File: src/rtl/muldiv_pkg.sv
// ============================================================================
// Module   : muldiv_pkg
// Brief    : Shared constants and helpers for the mul_div request scheduler.
// Revision : 1.0 - initial release
// ============================================================================
`default_nettype none

package muldiv_pkg;

    localparam int FLAG_W = 5;

    localparam int FLG_IO = 0;
    localparam int FLG_DZ = 1;
    localparam int FLG_OF = 2;
    localparam int FLG_UF = 3;
    localparam int FLG_I  = 4;

    localparam logic OP_MUL = 1'b0;
    localparam logic OP_DIV = 1'b1;

    // Response entry is packed as {id, R, flags}.
    function automatic int rsp_entry_w(input int id_w, input int n);
        return id_w + 2 * n + FLAG_W;
    endfunction

endpackage

`default_nettype wire

File: src/rtl/muldiv_rsp_fifo.sv
// ============================================================================
// Module   : muldiv_rsp_fifo
// Brief    : Synchronous FIFO with occupancy count; head is zero when empty.
// Revision : 1.0 - initial release
// ============================================================================
`default_nettype none

module muldiv_rsp_fifo #(
    parameter int DEPTH = 4,
    parameter int WIDTH = 8
) (
    input  logic                         clk,
    input  logic                         arst,
    input  logic                         push,
    input  logic [WIDTH-1:0]             push_data,
    input  logic                         pop,
    output logic [WIDTH-1:0]             head_data,
    output logic                         empty,
    output logic [$clog2(DEPTH+1)-1:0]   count
);

    localparam int AW = $clog2(DEPTH);
    localparam int CW = $clog2(DEPTH + 1);

    logic [WIDTH-1:0] mem_q [DEPTH];
    logic [AW-1:0]    wr_ptr_q, wr_ptr_d;
    logic [AW-1:0]    rd_ptr_q, rd_ptr_d;
    logic [CW-1:0]    count_q,  count_d;
    logic             full;
    logic             do_push;
    logic             do_pop;

    assign empty     = (count_q == '0);
    assign full      = (count_q == CW'(DEPTH));
    assign count     = count_q;
    assign head_data = empty ? '0 : mem_q[rd_ptr_q];

    always_comb begin
        do_pop   = pop && !empty;
        do_push  = push && (!full || do_pop);
        wr_ptr_d = do_push ? wr_ptr_q + 1'b1 : wr_ptr_q;
        rd_ptr_d = do_pop  ? rd_ptr_q + 1'b1 : rd_ptr_q;
        count_d  = count_q;
        case ({do_push, do_pop})
            2'b10:   count_d = count_q + 1'b1;
            2'b01:   count_d = count_q - 1'b1;
            default: count_d = count_q;
        endcase
    end

    always_ff @(posedge clk or posedge arst) begin
        if (arst) begin
            wr_ptr_q <= '0;
            rd_ptr_q <= '0;
            count_q  <= '0;
        end else begin
            wr_ptr_q <= wr_ptr_d;
            rd_ptr_q <= rd_ptr_d;
            count_q  <= count_d;
        end
    end

    // Storage needs no reset: the head is masked while the FIFO is empty.
    always_ff @(posedge clk) begin
        if (do_push) begin
            mem_q[wr_ptr_q] <= push_data;
        end
    end

endmodule

`default_nettype wire

File: src/rtl/muldiv_sched.sv
// ============================================================================
// Module   : muldiv_sched
// Brief    : Round-robin scheduler sharing one mul_div unit among requesters,
//            with tag pipeline, credit-based issue and a response FIFO.
// Revision : 1.0 - initial release
// ============================================================================
`default_nettype none

module muldiv_sched
    import muldiv_pkg::*;
#(
    parameter int N          = 10,
    parameter int NREQ       = 2,
    parameter int LAT        = 1,
    parameter int FIFO_DEPTH = 4
) (
    input  logic                      clk,
    input  logic                      arst,
    input  logic [NREQ-1:0]           req_valid,
    output logic [NREQ-1:0]           req_ready,
    input  logic [NREQ*N-1:0]         req_a,
    input  logic [NREQ*N-1:0]         req_b,
    input  logic [NREQ-1:0]           req_sel,
    output logic [N-1:0]              md_a,
    output logic [N-1:0]              md_b,
    output logic                      md_sel,
    output logic                      md_en,
    input  logic [2*N-1:0]            md_R,
    input  logic [FLAG_W-1:0]         md_flags,
    output logic                      rsp_valid,
    input  logic                      rsp_ready,
    output logic [$clog2(NREQ)-1:0]   rsp_id,
    output logic [2*N-1:0]            rsp_R,
    output logic [FLAG_W-1:0]         rsp_flags,
    output logic                      busy
);

    localparam int ID_W  = $clog2(NREQ);
    localparam int CW    = $clog2(FIFO_DEPTH + 1);
    localparam int ENT_W = rsp_entry_w(ID_W, N);

    logic [ID_W-1:0]          rr_ptr_q,   rr_ptr_d;
    logic [CW-1:0]            inflight_q, inflight_d;
    logic [N-1:0]             md_a_q,     md_a_d;
    logic [N-1:0]             md_b_q,     md_b_d;
    logic                     md_sel_q,   md_sel_d;
    logic                     md_en_q,    md_en_d;
    logic [LAT:0]             tag_v_q,    tag_v_d;
    logic [LAT:0][ID_W-1:0]   tag_id_q,   tag_id_d;

    logic                     found_hi, found_lo;
    logic [ID_W-1:0]          win_hi, win_lo, winner;
    logic [CW:0]              credit_sum;
    logic                     credit_ok;
    logic                     accept;
    logic [N-1:0]             win_a, win_b;
    logic                     win_sel;
    logic                     push;
    logic                     fifo_empty;
    logic [CW-1:0]            fifo_count;
    logic [ENT_W-1:0]         fifo_head;

    // Lowest valid index at or above rr_ptr wins; otherwise wrap to the lowest valid index.
    always_comb begin
        found_hi = 1'b0;
        found_lo = 1'b0;
        win_hi   = '0;
        win_lo   = '0;
        for (int i = NREQ - 1; i >= 0; i--) begin
            if (req_valid[i]) begin
                found_lo = 1'b1;
                win_lo   = ID_W'(i);
                if (ID_W'(i) >= rr_ptr_q) begin
                    found_hi = 1'b1;
                    win_hi   = ID_W'(i);
                end
            end
        end
        winner = found_hi ? win_hi : win_lo;
    end

    always_comb begin
        win_a   = '0;
        win_b   = '0;
        win_sel = OP_MUL;
        for (int i = 0; i < NREQ; i++) begin
            if (ID_W'(i) == winner) begin
                win_a   = req_a[i*N +: N];
                win_b   = req_b[i*N +: N];
                win_sel = req_sel[i];
            end
        end
    end

    // Registered counts only, so a pop frees its credit one cycle later.
    assign credit_sum = {1'b0, inflight_q} + {1'b0, fifo_count};
    assign credit_ok  = credit_sum < (CW+1)'(FIFO_DEPTH);
    assign accept     = found_lo && credit_ok && !arst;
    assign req_ready  = accept ? (NREQ'(1) << winner) : '0;
    assign push       = tag_v_q[LAT];

    always_comb begin
        rr_ptr_d = rr_ptr_q;
        if (accept) begin
            rr_ptr_d = (winner == ID_W'(NREQ - 1)) ? '0 : winner + 1'b1;
        end
        md_a_d   = accept ? win_a   : md_a_q;
        md_b_d   = accept ? win_b   : md_b_q;
        md_sel_d = accept ? win_sel : md_sel_q;
        md_en_d  = accept;

        tag_v_d     = '0;
        tag_id_d    = '0;
        tag_v_d[0]  = accept;
        tag_id_d[0] = winner;
        for (int k = 1; k <= LAT; k++) begin
            tag_v_d[k]  = tag_v_q[k-1];
            tag_id_d[k] = tag_id_q[k-1];
        end

        inflight_d = inflight_q;
        case ({accept, push})
            2'b10:   inflight_d = inflight_q + 1'b1;
            2'b01:   inflight_d = inflight_q - 1'b1;
            default: inflight_d = inflight_q;
        endcase
    end

    always_ff @(posedge clk or posedge arst) begin
        if (arst) begin
            rr_ptr_q   <= '0;
            inflight_q <= '0;
            md_a_q     <= '0;
            md_b_q     <= '0;
            md_sel_q   <= 1'b0;
            md_en_q    <= 1'b0;
            tag_v_q    <= '0;
            tag_id_q   <= '0;
        end else begin
            rr_ptr_q   <= rr_ptr_d;
            inflight_q <= inflight_d;
            md_a_q     <= md_a_d;
            md_b_q     <= md_b_d;
            md_sel_q   <= md_sel_d;
            md_en_q    <= md_en_d;
            tag_v_q    <= tag_v_d;
            tag_id_q   <= tag_id_d;
        end
    end

    assign md_a   = md_a_q;
    assign md_b   = md_b_q;
    assign md_sel = md_sel_q;
    assign md_en  = md_en_q;

    muldiv_rsp_fifo #(
        .DEPTH (FIFO_DEPTH),
        .WIDTH (ENT_W)
    ) u_rsp_fifo (
        .clk       (clk),
        .arst      (arst),
        .push      (push),
        .push_data ({tag_id_q[LAT], md_R, md_flags}),
        .pop       (rsp_valid && rsp_ready),
        .head_data (fifo_head),
        .empty     (fifo_empty),
        .count     (fifo_count)
    );

    assign rsp_valid                    = !fifo_empty;
    assign {rsp_id, rsp_R, rsp_flags}   = fifo_head;
    assign busy                         = (inflight_q != '0) || !fifo_empty;

endmodule

`default_nettype wire

File: config.mk
export PLATFORM = sky130hd
export DESIGN_NAME = muldiv_sched
export DESIGN_NICKNAME = d
export VERILOG_FILES = /design/src/rtl/muldiv_pkg.sv /design/src/rtl/muldiv_rsp_fifo.sv /design/src/rtl/muldiv_sched.sv
export SDC_FILE = /design/constraint.sdc
export NUM_CORES = 1
export LEC_CHECK = 0
export ABC_AREA = 1
export CORE_UTILIZATION = 50
export CTS_CLUSTER_SIZE = 8
export DETAILED_ROUTE_END_ITERATION = 10
export GPL_TIMING_DRIVEN = 0
export PLACE_DENSITY = 0.78
export SLEW_MARGIN = 40
export SYNTH_ARGS = -nofsm -noshare
export SYNTH_HDL_FRONTEND = slang
export SYNTH_HIERARCHICAL = 1
export SYNTH_SLANG_ARGS = --single-unit
export TNS_END_PERCENT = 20
File: constraint.sdc
create_clock -name clk -period 4.1 [get_ports clk]
set_input_delay 1.025 -clock clk [delete_from_list [all_inputs] [get_ports clk]]
set_output_delay 1.025 -clock clk [all_outputs]
set_load 0.01 [all_outputs]
# Word level (Yosys, flattened, before mapping)
# Memories as Yosys holds them, arrays and structs flattened.
# Index checks and enable logic that the tools add are counted.
totals:
  ramBits: 104
  ff_bits: 37
  output_inout_bits: 52
  n_memories: 1
op_classes:
  muxes: 20
  order_cmp: 3
  reduce_logical: 14
  shifts: 1
  addsub: 8
  n_eq_ne: 5
mem_list:
  columns: ["memory", "words", "width", "rd", "rd_ports_with_merged_regs", "wr", "line", "text"]
  rows:
  - ["u_rsp_fifo.mem_q", 4, 26, 1, 0, 1, "muldiv_rsp_fifo.sv:25", "logic [WIDTH-1:0] mem_q [DEPTH];"]
ops:
  columns: ["op", "n"]
  rows:
  - ["two-way mux 26 bit", 1]
  - ["two-way mux 10 bit", 2]
  - ["two-way mux 1 bit", 14]
  - ["case mux 3 bit (2 select lines)", 2]
  - ["adder 3 x 1 -> 3 bit (second input constant)", 2]
  - ["subtractor 3 x 1 -> 3 bit (second input constant)", 2]
  - ["logical AND 1 bit", 5]
  - ["adder 2 x 1 -> 2 bit (second input constant)", 2]
  - ["adder 3 x 3 -> 4 bit", 1]
  - ["equality test 2 x 1 -> 1 bit (second input constant)", 2]
  - ["equality test 2 bit (second input constant)", 2]
  - ["less-than comparator 4 x 3 -> 1 bit (second input constant)", 1]
  - ["nonzero test 2 bit", 2]
  - ["equality test 3 bit (second input constant)", 1]
  - ["zero test 1 bit", 3]
  - ["zero test 3 bit", 1]
  - ["nonzero test 3 bit", 1]
  - [">= comparator 1 bit (first input constant)", 2]
  - ["logical OR 1 bit", 2]
  - ["two-way mux 2 bit", 1]
  - ["left shift 1 x 1 -> 2 bit (first input constant)", 1]
  - ["adder 1 bit (second input constant)", 1]

# Depth between registers and ports, before layout
# Gate-level depths: netlist (run 1).
depth:
  word_depth: 8
  mapped_depth: 12
  depth_no_buf: 12

# Hierarchy
# The synthesis (run 1) kept the hierarchy.
by_module_without_submodules:
  columns: ["mod", "area_per_inst_um2", "seq_area_each_um2", "cells_each", "instances"]
  rows:
  - ["muldiv_rsp_fifo", 4499.3, 3298.2, 361, 1]
  - ["muldiv_sched", 1545.2, 725.7, 208, 1]

# Least setup slack after synthesis (run 1)
# OpenSTA, ideal clock, no wires.
synth_path:
  kind: "in2reg"
  startpoint: "input rsp_ready"
  endpoint: "memory u_rsp_fifo/mem_q[0][0] in the netlist's numbering (enable)"
  path_buffers: 0
  path_stages: 4
  t_arrival_ns: 2.615
  required_time_ns: 3.691
  setup_slack_ns: 1.076
  setup_ns: 0.409
  path_cell_list: "inv_1 -> nor2_1 -> o21ai_4 -> nor2_1"
synth_via:
  elab_chain_len: 6
synth_rtl:
  columns: ["item", "line", "text"]
  rows:
  - ["start: declaration", "muldiv_sched.sv:31", "input logic rsp_ready,"]
  - ["logical AND 1 bit", "muldiv_sched.sv:164", ".pop (rsp_valid && rsp_ready),"]
  - ["logical AND 1 bit", "muldiv_rsp_fifo.sv:39", "do_pop = pop && !empty;"]
  - ["logical OR 1 bit", "muldiv_rsp_fifo.sv:40", "do_push = push && (!full || do_pop);"]
  - ["logical AND 1 bit", "muldiv_rsp_fifo.sv:40", null]
  - ["two-way mux 1 bit", "muldiv_rsp_fifo.sv:65", "if (do_push) begin"]
  - ["two-way mux 1 bit (implied by the code)", "muldiv_rsp_fifo.sv:66", "mem_q[wr_ptr_q] <= push_data;"]
  - ["end: declaration", "muldiv_rsp_fifo.sv:25", null]
# No other way between the ends.

# Worst setup path after layout (run 1)
layout_path:
  startpoint: "input arst"
  endpoint: "output req_ready[1]"
layout_via:
  elab_chain_len: 3
layout_rtl:
  columns: ["item", "line", "text"]
  rows:
  - ["start: declaration", "muldiv_sched.sv:18", "input logic arst,"]
  - ["zero test 1 bit (no line)", null, null]
  - ["logical AND 1 bit", "muldiv_sched.sv:98", "assign accept = found_lo && credit_ok && !arst;"]
  - ["two-way mux 2 bit", "muldiv_sched.sv:99", "assign req_ready = accept ? (NREQ'(1) << winner) : '0;"]
  - ["end: declaration", "muldiv_sched.sv:20", "output logic [NREQ-1:0] req_ready,"]
# No other way between the ends.

==> run summary, run 1 <==
Result of the run: finished, violations left
Failing checks: DRC
Cell family with the largest share of critical-path delay: buffers and inverters
Via count of the first global-routing pass: 4532
Maximum number of pins on one net before global-route repair: 30
Share of synthesized cell area in full adder, half adder and majority cells: 2.111%
Setup repair after global routing missed its margin: no
Routed wire length per instance: 16.12 um
Depth of the worst register-to-register path: 9
Setup crit start kind: input pin
Post-synthesis sequential element count: 140
Crit Reg-Reg Startpoint: u_rsp_fifo/count[2]$_DFFE_PP0P_
Number of detailed-route iterations in the first pass: 8
Wire length of the first global-routing pass: 22490 um
Setup Crit Path Kind: in2out
Portion of the clock cycle consumed by the worst path in the final layout: 93.02%
Max Cap Violations: 0
Floorplan die area: 0.01253 mm^2
Core Util, Final: 70.33%
Total chip power: 0.006119 W
Antenna Violating Nets Remaining: 0
Total via count in the routed design: 4520
Sequential-to-total area share from yosys stat: 66.57%
Class of the most critical hold timing path: reg2reg
Number of vias per cell after detailed routing: 5.183
CP Buf/Inv Count: 3
Max rail drop VDD: 0.3873 mV
Count of cell types in the netlist: 26
Pins Over Slew Limit: 0
DP Wirelength: 9568 um
Antenna violations before repair: 0
Height of the die: 112.0 um
Max Fclk: 0.2622 GHz
Post-synthesis mux area share: 0%
Global routing usage summed across all routing layers: 23.98%
Setup-failing EPs final: 0
Leakage power: 3.254 nW
Post-synthesis compound-gate area fraction: 8.880%
Slew at the pin closest to its max-slew limit: 0.6032 ns
Number of nets in the synthesized netlist: 650
Final min period: 3.814 ns
Number of port buffers: 123
Relative slew slack: 59.73%
CTS root buf: sky130_fd_sc_hd__clkbuf_16
Worst path slowest cell: sky130_fd_sc_hd__clkdlybuf4s50_1
Pwr dens: 749.1 mW/mm^2
Non-Filler Instances: 872
Number of violations reported at the end of detailed-routing iteration 0: 402
Total clock buffers created by CTS: 17
Clock Sinks: 140
Nets@finish: 797
Terminating pin of the worst hold path: tag_id_q[1]$_DFF_PP0_
CP peak stage delay: 0.57 ns
Dominant combinational cell family by area after synthesis: simple AND/OR/NAND/NOR gates
Longest Clk Path Bufs: 2
CP Max Fanout: 6
Io pins: 124
Cell row count: 39
Post-Synth XOR/XNOR Area: 0.5796%
Final hold vios: 0
Area inside the core boundary: 0.01161 mm^2
Most common library cell in the layout ignoring fill and taps: sky130_fd_sc_hd__clkdlybuf4s50_1
Data arrival at the endpoint of the critical path: 2.79 ns
Sequence of cells on the critical path: clkdlybuf4s50_1, nor2_1, nand2_2, nor2_4, inv_1, nor2_1, clkdlybuf4s50_1
Count of cells resized by post-cts repair: 0
Fraction of the mapped netlist area in simple logic gates: 16.83%
Post-synthesis average cell area: 10.62 um^2
Chip Width: 112.0 um
Commonest cells after routing, fill and taps aside: sky130_fd_sc_hd__clkdlybuf4s50_1, sky130_fd_sc_hd__nor2_1, sky130_fd_sc_hd__edfxtp_1, sky130_fd_sc_hd__nand2_1, sky130_fd_sc_hd__o21ai_1
Worst hold path startpoint: tag_id_d[1]$_DFF_PP0_
H-tree depth: 4
Clock Latency Late Sink: 0.42 ns
Placed Cells incl. Taps: 840
Gpl congestion: 0.7953
Setup repair bufs after CTS: 0
Clock tree from TritonCTS: done
Layout cell share with drive strength beyond 1: 11.11%
Worst reg2reg endpoint: u_rsp_fifo/mem_q[0][9]$_DFFE_PP_
Filler instances: 801
Final worst hold slack: 0.3698 ns
Required time worst endpoint: 3.07 ns
Setup TNS Final: 0 ns
Post-route clock skew: 0.008034 ns
Synthesized area: 0.006045 mm^2
Post-Synthesis Cells: 569
Number of remaining DRC errors: 6
Cell depth of the worst min-delay path: 0
Critical Path End Type: output port
Clock-pin slew on the worst setup and hold paths: 0.06 ns
Wire length after detailed routing: 14060 um
CTS Hold Bufs: 0
Area added between synthesis and finish: 35.13%
Overflow left after global routing: 0
Total number of yosys warnings: 6
Antenna diode instance count: 0
Initial cell density of the core: 52.05%
Setup slack on the worst flop-to-flop path: 1.61 ns
==> metrics by stage <==
stage | setup WS (ns) | cell area (um^2)
6_report | 0.2862 | 8168
3_5_place_dp | 0.3086 | 7597
2_1_floorplan | 1.076 | 6045
5_1_grt | 0.1562 | 8168
4_1_cts | 0.2952 | 8168
3_3_place_gp | -0.2436 | 7455
==> synthesized netlist by cell type, drive strengths merged <==
| library cell | n | area, um^2 |
|---|---|---|
| nand3b | 1 | 11.26 |
| nor2 | 117 | 456.7 |
| o21ai | 77 | 396.6 |
| fa | 2 | 40.04 |
| buf | 28 | 182.7 |
| edfxtp | 104 | 3123 |
| clkbuf | 2 | 7.510 |
| clkinv | 1 | 5.000 |
| xnor2 | 1 | 8.760 |
| nand4 | 1 | 6.260 |
| dfrtp | 36 | 900.9 |
| xor2 | 3 | 26.28 |
| ha | 7 | 87.58 |
| nand3 | 26 | 135.1 |
| a21oi | 28 | 140.1 |
| nand2 | 106 | 407.9 |
| inv | 29 | 108.9 |
==> registers in the layout (all words and copies together), names as in the netlist <==
name                 count
u_rsp_fifo/rd_ptr_q      2
tag_v_q                  2
tag_id_q                 1
tag_id_d                 1
u_rsp_fifo/wr_ptr_q      2
inflight_q               3
rr_ptr_q                 1
md_b                    10
md_a                    10
md_sel                   1
u_rsp_fifo/mem_q       104
u_rsp_fifo/count         3
==> logic make-up (layout without fill, tap and decap cells) <==
group | count (synthesis) | in the layout
adders and majority gates | 9 | 9
AOI/OAI and AO/OA | 105 | 105
buffers and inverters | 60 | 220
and+or+nand+nor | 251 | 251
xor gates and xnor gates | 4 | 4
DFF | 140 | 140
==> power by group <==
part / internal (W) / switching, W / leakage [nW]
registers: 0.00181 / 0.000136 / 1.39
clock network: 0.000891 / 0.000576 / 0.277
logic: 0.00120 / 0.00150 / 1.59
total: 0.00391 / 0.00221 / 3.25
==> final cells by class <==
| class | instances | area, um^2 | area share (%) |
|---|---|---|---|
| well taps | 143 | 178.9 | 2.191 |
| inverters | 30 | 113.9 | 1.394 |
| clock inverters | 15 | 145.1 | 1.777 |
| clock buffers | 17 | 425.4 | 5.208 |
| plain buffers | 30 | 190.2 | 2.328 |
| flip-flops and latches | 140 | 4024 | 49.26 |
| repair buffers | 128 | 1344 | 16.45 |
| multi-input cells | 369 | 1747 | 21.38 |
==> per-layer routing <==
layer	global-route usage (%)	wire length (um)	share of wire [%]
met5	0	0	0
met4	9.511	237	1.7
met3	7.186	1086	7.7
met2	41.08	7100	51
met1	28.41	5634	40
==> how the worst max path moves through the flow <==
stage / to / cells past startpoint / slack (ns) / from
6_report: req_ready[1] / 7 / 0.29 / arst
5_1_grt: req_ready[1] / 7 / 0.16 / arst
4_1_cts: req_ready[1] / 7 / 0.30 / arst
3_5_place_dp: req_ready[1] / 7 / 0.31 / arst
3_3_place_gp: u_rsp_fifo/mem_q[1][18]$_DFFE_PP_ / 5 / -0.24 / rsp_ready
2_1_floorplan: u_rsp_fifo/mem_q[0][0]$_DFFE_PP_ / 4 / 1.08 / rsp_ready
(Power assumes the default switching activity.)
==> run 2, diff against run 1 <==
- CORE_UTILIZATION: 50 -> 55
- PLACE_DENSITY: 0.78 -> 0.85
==> run 2 against run 1 <==
Effect of this change: the flow now finishes without violations; cell area about the same; critical path depth increased by 1; via count rose by 5.5%; largest power group unchanged; highest routed layer unchanged.
==> run summary, run 2 (synthesis results as in run 1) <==
Max reg flops: 104 (unchanged)
Number of violations reported at the end of detailed-routing iteration 0: 345 (-14%)
Final min period: 3.820 ns (+0.006468 ns)
Via count of the first global-routing pass: 4984 (+10%)
Chip Width: 106.8 um (-4.6%)
Worst slack, placed: 0.3145 ns (+0.005948 ns)
Most common library cell in the layout ignoring fill and taps: sky130_fd_sc_hd__clkdlybuf4s50_1
Setup Crit Path Kind: in2out
Terminating pin of the worst hold path: tag_id_q[1]$_DFF_PP0_
Setup repair after global routing missed its margin: no
Global routing usage summed across all routing layers: 28.26% (+4.3 points)
Crit Reg-Reg Startpoint: u_rsp_fifo/count[0]$_DFFE_PP0P_
Area added between synthesis and finish: 35.00% (about the same)
Clock Sinks: 140 (unchanged)
CTS root buf: sky130_fd_sc_hd__clkbuf_8
Total chip power: 0.006252 W (+2.2%)
Required time worst endpoint: 3.07 ns (about the same)
Clock Latency Late Sink: 0.53 ns (+0.11 ns)
Final hold vios: 0 (unchanged)
Nets@finish: 796 (-0.13%)
Antenna Violating Nets Remaining: 0 (unchanged)
Critical Path End Type: output port
M2 GR Usage: 48.25% (+7.2 points)
Total clock buffers created by CTS: 17 (unchanged)
Antenna violations before repair: 0 (unchanged)
Depth of the worst register-to-register path: 8 (-1)
Setup-failing EPs final: 0 (unchanged)
CTS Hold Bufs: 0 (unchanged)
Class of the most critical hold timing path: reg2reg
Pins Over Slew Limit: 0 (unchanged)
Wire length of the first global-routing pass: 23970 um (+6.6%)
Number of remaining DRC errors: 0 (-6)
Portion of the clock cycle consumed by the worst path in the final layout: 93.18% (+0.16 points)
Antenna diode instance count: 0 (unchanged)
Longest Clk Path Bufs: 2 (unchanged)
CP Max Fanout: 6 (unchanged)
Gpl congestion: 0.8434 (+6.0%)
H-tree depth: 4 (unchanged)
Filler instances: 579 (-28%)
Register ranked first by flip-flop count: u_rsp_fifo/mem_q
Overflow left after global routing: 0 (unchanged)
Number of port buffers: 123 (unchanged)
Slew at the pin closest to its max-slew limit: 0.5993 ns (-0.003915 ns)
Clock-pin slew on the worst setup and hold paths: 0.06 ns (about the same)
Cell depth of the worst min-delay path: 0 (unchanged)
Wire length after detailed routing: 15170 um (+7.9%)
Pwr dens: 766.1 mW/mm^2 (+2.3%)
Relative slew slack: 59.99% (+0.26 points)
Data arrival at the endpoint of the critical path: 2.80 ns (about the same)
Number of detailed-route iterations in the first pass: 5 (-3)
Routed wire length per instance: 17.55 um (+8.9%)
Area inside the core boundary: 0.01051 mm^2 (-9.5%)
Io pins: 124 (unchanged)
Global routing usage on met1: 34.33% (+5.9 points)
Floorplan die area: 0.01141 mm^2 (-8.9%)
Count of cells resized by post-cts repair: 0 (unchanged)
DP Wirelength: 9895 um (+3.4%)
Maximum number of pins on one net before global-route repair: 30 (unchanged)
Cell row count: 37 (-5.1%)
Setup slack on the worst flop-to-flop path: 1.53 ns (-0.08 ns)
Clock tree from TritonCTS: done
Post-route clock skew: 0.006962 ns (-0.001071 ns)
Setup crit start kind: input pin
Max Fclk: 0.2618 GHz (-0.17%)
Number of vias per cell after detailed routing: 5.519 (+6.5%)
Worst reg2reg endpoint: u_rsp_fifo/mem_q[1][22]$_DFFE_PP_
Leakage power: 3.246 nW (-0.26%)
Setup repair bufs after CTS: 0 (unchanged)
Result of the run: finished clean
Worst hold path startpoint: tag_id_d[1]$_DFF_PP0_
Initial cell density of the core: 57.52% (+5.5 points)
Max Cap Violations: 0 (unchanged)
Busiest layer in global routing: met2
Commonest cells after routing, fill and taps aside: sky130_fd_sc_hd__clkdlybuf4s50_1, sky130_fd_sc_hd__nor2_1, sky130_fd_sc_hd__edfxtp_1, sky130_fd_sc_hd__nand2_1, sky130_fd_sc_hd__o21ai_1
Setup ws final: 0.2798 ns (-0.006468 ns)
Max rail drop VDD: 0.3937 mV (+1.6%)
Final worst hold slack: 0.3756 ns (+0.005810 ns)
Total via count in the routed design: 4768 (+5.5%)
Met3 Track Usage GR: 6.809% (-0.38 points)
Height of the die: 106.8 um (-4.6%)
Layout cell share with drive strength beyond 1: 11.26% (+0.15 points)
[run 2: cell count changes in the layout (fill, tap and decap cells not counted), sizes merged]
cell / before / now
inv: 33 / 35
clkinvlp: 2 / 4
clkbuf: 19 / 20
buf: 33 / 32
bufinv: 2 / 3
clkinv: 8 / 2
[run 2: stage by stage]
step	util (%)	instance area, um^2	setup TNS [ns]	std cells
6_report	77.65	8160	0	864
5_1_grt	77.65	8160	0	864
4_1_cts	77.65	8160	0	864
3_5_place_dp	71.95	7561	0	832
3_3_place_gp	70.85	7446	-21.35	828
2_1_floorplan	-	6045	0	569
[run 2: final cells by class]
cell class	instances	area, um^2	area share (%)
Sequential cell	140	4024	49.31
Clock buffer	18	417.9	5.121
Clock inverter	14	181.4	2.223
Buffer	30	190.2	2.331
Timing Repair Buffer	127	1316	16.13
Multi-Input combinational cell	369	1747	21.40
Tap cell	136	170.2	2.085
Inverter	30	113.9	1.395
[run 2: layer usage]
| metal | vias up | part of all wire [%] |
|---|---|---|
| li1 | 2204 | - |
| met1 | 2256 | 37 |
| met2 | 272 | 52 |
| met3 | 36 | 8.8 |
| met4 | 0 | 2.3 |
| met5 | - | 0 |
[run 2: critical path: stages]
cell	delay, ns
sky130_fd_sc_hd__clkdlybuf4s50_1	0.56
sky130_fd_sc_hd__inv_2	0.05
sky130_fd_sc_hd__nand2_1	0.06
sky130_fd_sc_hd__nand2_2	0.09
sky130_fd_sc_hd__nor2_4	0.22
sky130_fd_sc_hd__inv_1	0.10
sky130_fd_sc_hd__nor2_1	0.11
sky130_fd_sc_hd__clkdlybuf4s50_1	0.57
[run 2: worst max path at each step]
| stage | startpoint | to | slack, ns | cells after the start |
|---|---|---|---|---|
| floorplan | rsp_ready | u_rsp_fifo/mem_q[0][0]$_DFFE_PP_ | 1.08 | 4 |
| global placement | rsp_ready | u_rsp_fifo/mem_q[1][18]$_DFFE_PP_ | -0.25 | 5 |
| detailed placement | req_valid[0] | req_ready[0] | 0.31 | 7 |
| CTS | req_valid[1] | req_ready[1] | 0.28 | 8 |
| global route | arst | req_ready[1] | 0.16 | 7 |
| finish | req_valid[1] | req_ready[1] | 0.28 | 8 |
[run 2: report_power, final]
| part | internal, W | switching, W | total, W |
|---|---|---|---|
| sequential | 0.00181 | 0.000140 | 0.00195 |
| combinational | 0.00119 | 0.00156 | 0.00275 |
| clock | 0.000939 | 0.000608 | 0.00155 |
| total | 0.00395 | 0.00230 | 0.00625 |
==> run 3, diff against run 2 <==
- CORE_MARGIN: unset -> 1
- SYNTH_HIERARCHICAL: 1 -> unset
==> run 3 against run 2 <==
Effect of this change: cell area shrank 2.6%; area after synthesis shrank 3.0%; clock power shrank 10%; core utilization shrank 0.66 points; die area shrank 3.0%; maximum frequency grew 0.40%; largest power group unchanged.
==> run summary, run 3 <==
Setup crit start kind: input pin
Post-route clock skew: 0.01202 ns (+0.005056 ns)
Clock Sinks: 140 (unchanged)
Critical path's most frequent cell: sky130_fd_sc_hd__clkdlybuf4s50_1
Layout cell share with drive strength beyond 1: 14.80% (+3.5 points)
Commonest cells after routing, fill and taps aside: sky130_fd_sc_hd__clkdlybuf4s50_1, sky130_fd_sc_hd__nor2_1, sky130_fd_sc_hd__edfxtp_1, sky130_fd_sc_hd__nand2_1, sky130_fd_sc_hd__o21ai_0
Overflow left after global routing: 0 (unchanged)
Top post-synthesis cells by count: sky130_fd_sc_hd__nor2_1, sky130_fd_sc_hd__edfxtp_1, sky130_fd_sc_hd__nand2_1, sky130_fd_sc_hd__o21ai_0, sky130_fd_sc_hd__dfrtp_1
Setup Crit Path Kind: in2out
M2 GR Usage: 45.77% (-2.5 points)
Sequential-to-total area share from yosys stat: 68.64% (+2.1 points)
Total via count in the routed design: 4356 (-8.6%)
Clock Latency Late Sink: 0.53 ns (about the same)
Power share of the sequential group: 33.0% (+1.7 points)
Max reg flops: 104 (unchanged)
CP peak stage delay: 0.55 ns (-0.02 ns)
Initial cell density of the core: 56.78% (-0.74 points)
Most common library cell in the layout ignoring fill and taps: sky130_fd_sc_hd__clkdlybuf4s50_1
Antenna Violating Nets Remaining: 0 (unchanged)
Number of port buffers: 123 (unchanged)
Required time worst endpoint: 3.07 ns (about the same)
Placed Cells incl. Taps: 773 (-7.1%)
Max rail drop VDD: 0.3784 mV (-3.9%)
Clock-pin slew on the worst setup and hold paths: 0.06 ns (about the same)
Cell taking the most area after synthesis: sky130_fd_sc_hd__edfxtp_1
Clock tree from TritonCTS: done
Setup TNS Final: 0 ns (unchanged)
Final hold vios: 0 (unchanged)
Number of remaining DRC errors: 0 (unchanged)
Floorplan die area: 0.01107 mm^2 (-3.0%)
Worst path slowest cell: sky130_fd_sc_hd__clkdlybuf4s50_1
Critical Path End Type: output port
Gpl congestion: 0.7738 (-8.3%)
Register ranked first by flip-flop count: u_rsp_fifo.mem_q
Wire length after detailed routing: 13880 um (-8.5%)
Area added between synthesis and finish: 35.60%
Max Cap Violations: 0 (unchanged)
Longest Clk Path Bufs: 2 (unchanged)
Chip Width: 105.2 um (-1.5%)
DP Wirelength: 8803 um (-11%)
Count of cells resized by post-cts repair: 0 (unchanged)
H-tree depth: 4 (unchanged)
Slew at the pin closest to its max-slew limit: 0.6301 ns (+0.03079 ns)
Maximum number of pins on one net before global-route repair: 37 (+23%)
Number of flops mapped to enable cells by yosys: 104 (unchanged)
Post-synthesis average cell area: 11.49 um^2 (+8.2%)
Data arrival at the endpoint of the critical path: 2.78 ns (-0.02 ns)
Number of detailed-route iterations in the first pass: 6 (+1)
Top flip-flop cell by instance count after synthesis: sky130_fd_sc_hd__edfxtp_1
Number of violations reported at the end of detailed-routing iteration 0: 286 (-17%)
Total clock buffers created by CTS: 17 (unchanged)
Class of the most critical hold timing path: reg2reg
Worst slack, placed: 0.3269 ns (+0.01235 ns)
Logic gate share of total power: 43.4% (-0.6 points)
Via count of the first global-routing pass: 4536 (-9.0%)
Busiest layer in global routing: met2
CTS Hold Bufs: 0 (unchanged)
Antenna violations before repair: 0 (unchanged)
Post-Synthesis Cells: 510 (-10%)
CTS root buf: sky130_fd_sc_hd__clkbuf_8
Met3 Track Usage GR: 9.895% (+3.1 points)
Pwr dens: 744.2 mW/mm^2 (-2.9%)
Io pins: 124 (unchanged)
Share of synthesized flip-flops with an asynchronous set or reset: 25.71% (unchanged)
Pins Over Slew Limit: 0 (unchanged)
Antenna diode instance count: 0 (unchanged)
Cell row count: 37 (unchanged)
Sequence of cells on the critical path: clkdlybuf4s50_1, nor2_1, o21ai_1, nor2_4, inv_4, nor2_8, buf_8, clkdlybuf4s50_1
Most instantiated library cell after synthesis: sky130_fd_sc_hd__nor2_1
Global routing usage summed across all routing layers: 26.82% (-1.4 points)
Post-synthesis sequential element count: 140 (unchanged)
Setup ws final: 0.2948 ns (+0.01507 ns)
Leakage power: 3.048 nW (-6.1%)
Max Fclk: 0.2628 GHz (+0.40%)
Nets@finish: 737 (-7.4%)
Non-Filler Instances: 805 (-6.8%)
Height of the die: 105.2 um (-1.5%)
Routed wire length per instance: 17.24 um (-1.8%)
Design Area, Final: 0.007949 mm^2 (-2.6%)
Internal power consumption: 0.003725 W (-5.6%)
Relative slew slack: 57.99% (-2.0 points)
Portion of the clock cycle consumed by the worst path in the final layout: 92.81% (-0.37 points)
Number of vias per cell after detailed routing: 5.411 (-1.9%)
Setup repair after global routing missed its margin: no
Filler instances: 590 (+1.9%)
Placed Instance Area: 0.007403 mm^2 (-2.1%)
Final min period: 3.805 ns (-0.01507 ns)
Total number of yosys warnings: 0 (-6)
Result of the run: finished clean
Number of nets in the synthesized netlist: 591 (-9.1%)
Area inside the core boundary: 0.01032 mm^2 (-1.8%)
Global routing usage on met1: 30.58% (-3.7 points)
CP Max Fanout: 10 (+4)
Sw Share: 37.03% (+0.17 points)
Setup repair bufs after CTS: 0 (unchanged)
Share of power burned in the clock network: 23.5% (-1.2 points)
Area share of the largest cell type after synthesis: 53.28% (+1.6 points)
Most area-consuming cells after synthesis: sky130_fd_sc_hd__edfxtp_1, sky130_fd_sc_hd__dfrtp_1, sky130_fd_sc_hd__nor2_1, sky130_fd_sc_hd__o21ai_0, sky130_fd_sc_hd__nand2_1
Setup-failing EPs final: 0 (unchanged)
Wire length of the first global-routing pass: 22120 um (-7.7%)
Count of cell types in the netlist: 26 (unchanged)
P_sw: 0.002191 W (-4.9%)
Synthesized area: 0.005862 mm^2 (-3.0%)
==> run 3: per-stage QoR <==
stage,hold WS (ns),utilization (%),power (W)
detailed placement,0.3363,71.71,0.004480
finish,0.3489,77.00,0.005915
global route,0.3606,77.00,0.006243
CTS,0.3505,76.98,0.005920
floorplan,0.3312,-,0.003299
global placement,0.3363,70.36,0.004329
==> run 3: per-layer routing <==
layer | routed length [um] | vias to the layer above
met5 | 0 | -
met4 | 278 | 0
met3 | 1390 | 24
met2 | 7020 | 259
met1 | 5188 | 2047
li1 | - | 2026
==> run 3: cells by family (layout without fill, tap and decap cells) <==
logic type,Yosys count,in the layout,synth area share [%]
buffers and inverters,48,207,3.927
AND/OR/NAND/NOR,221,221,17.01
adder cells (fa/ha/maj),9,9,2.177
XOR/XNOR,5,5,0.7470
flip-flops,140,140,68.64
AO/OA/AOI/OAI,87,87,7.492
==> run 3: final cells by class <==
cell class	instances	area (um^2)	area share [%]
sequential	140	4024	50.62
multi-input combinational	322	1638	20.60
clock buffer	18	417.9	5.257
timing repair buffer	127	1341	16.87
tap	136	170.2	2.141
buffer	24	137.6	1.731
clock inverter	14	126.4	1.590
inverter	24	93.84	1.181
==> run 3: path summary, 6_finish.rpt <==
path	start	to	slack, ns	cells after the start
max	arst	req_ready[1]	0.29	8
max in group asynchronous	arst	md_b[3]$_DFFE_PP0P_	2.79	2
min reg2reg	tag_id_d[1]$_DFF_PP0_	tag_id_q[1]$_DFF_PP0_	0.35	0
min	tag_id_d[1]$_DFF_PP0_	tag_id_q[1]$_DFF_PP0_	0.35	0
max reg2reg	inflight_q[1]$_DFFE_PP0P_	inflight_q[2]$_DFFE_PP0P_	1.62	12
min in group asynchronous	arst	inflight_q[2]$_DFFE_PP0P_	0.92	2
==> run 3: power groups by stage <==
| stage | combinational (W) | clock [W] | sequential [W] |
|---|---|---|---|
| after floorplan | 0.00130 | 0 | 0.00200 |
| after global placement | 0.00236 | 0 | 0.00197 |
| after detailed placement | 0.00251 | 0 | 0.00197 |
| after CTS | 0.00257 | 0.00140 | 0.00195 |
| after global routing | 0.00280 | 0.00147 | 0.00198 |
| final | 0.00257 | 0.00139 | 0.00195 |
==> run 3: worst max-delay path, delay by kind of cell <==
| kind | cells | cell delay, ns |
|---|---|---|
| buffers and inverters | 4 | 1.24 |
| and+or+nand+nor | 3 | 0.41 |
| AOI/OAI and AO/OA | 1 | 0.10 |
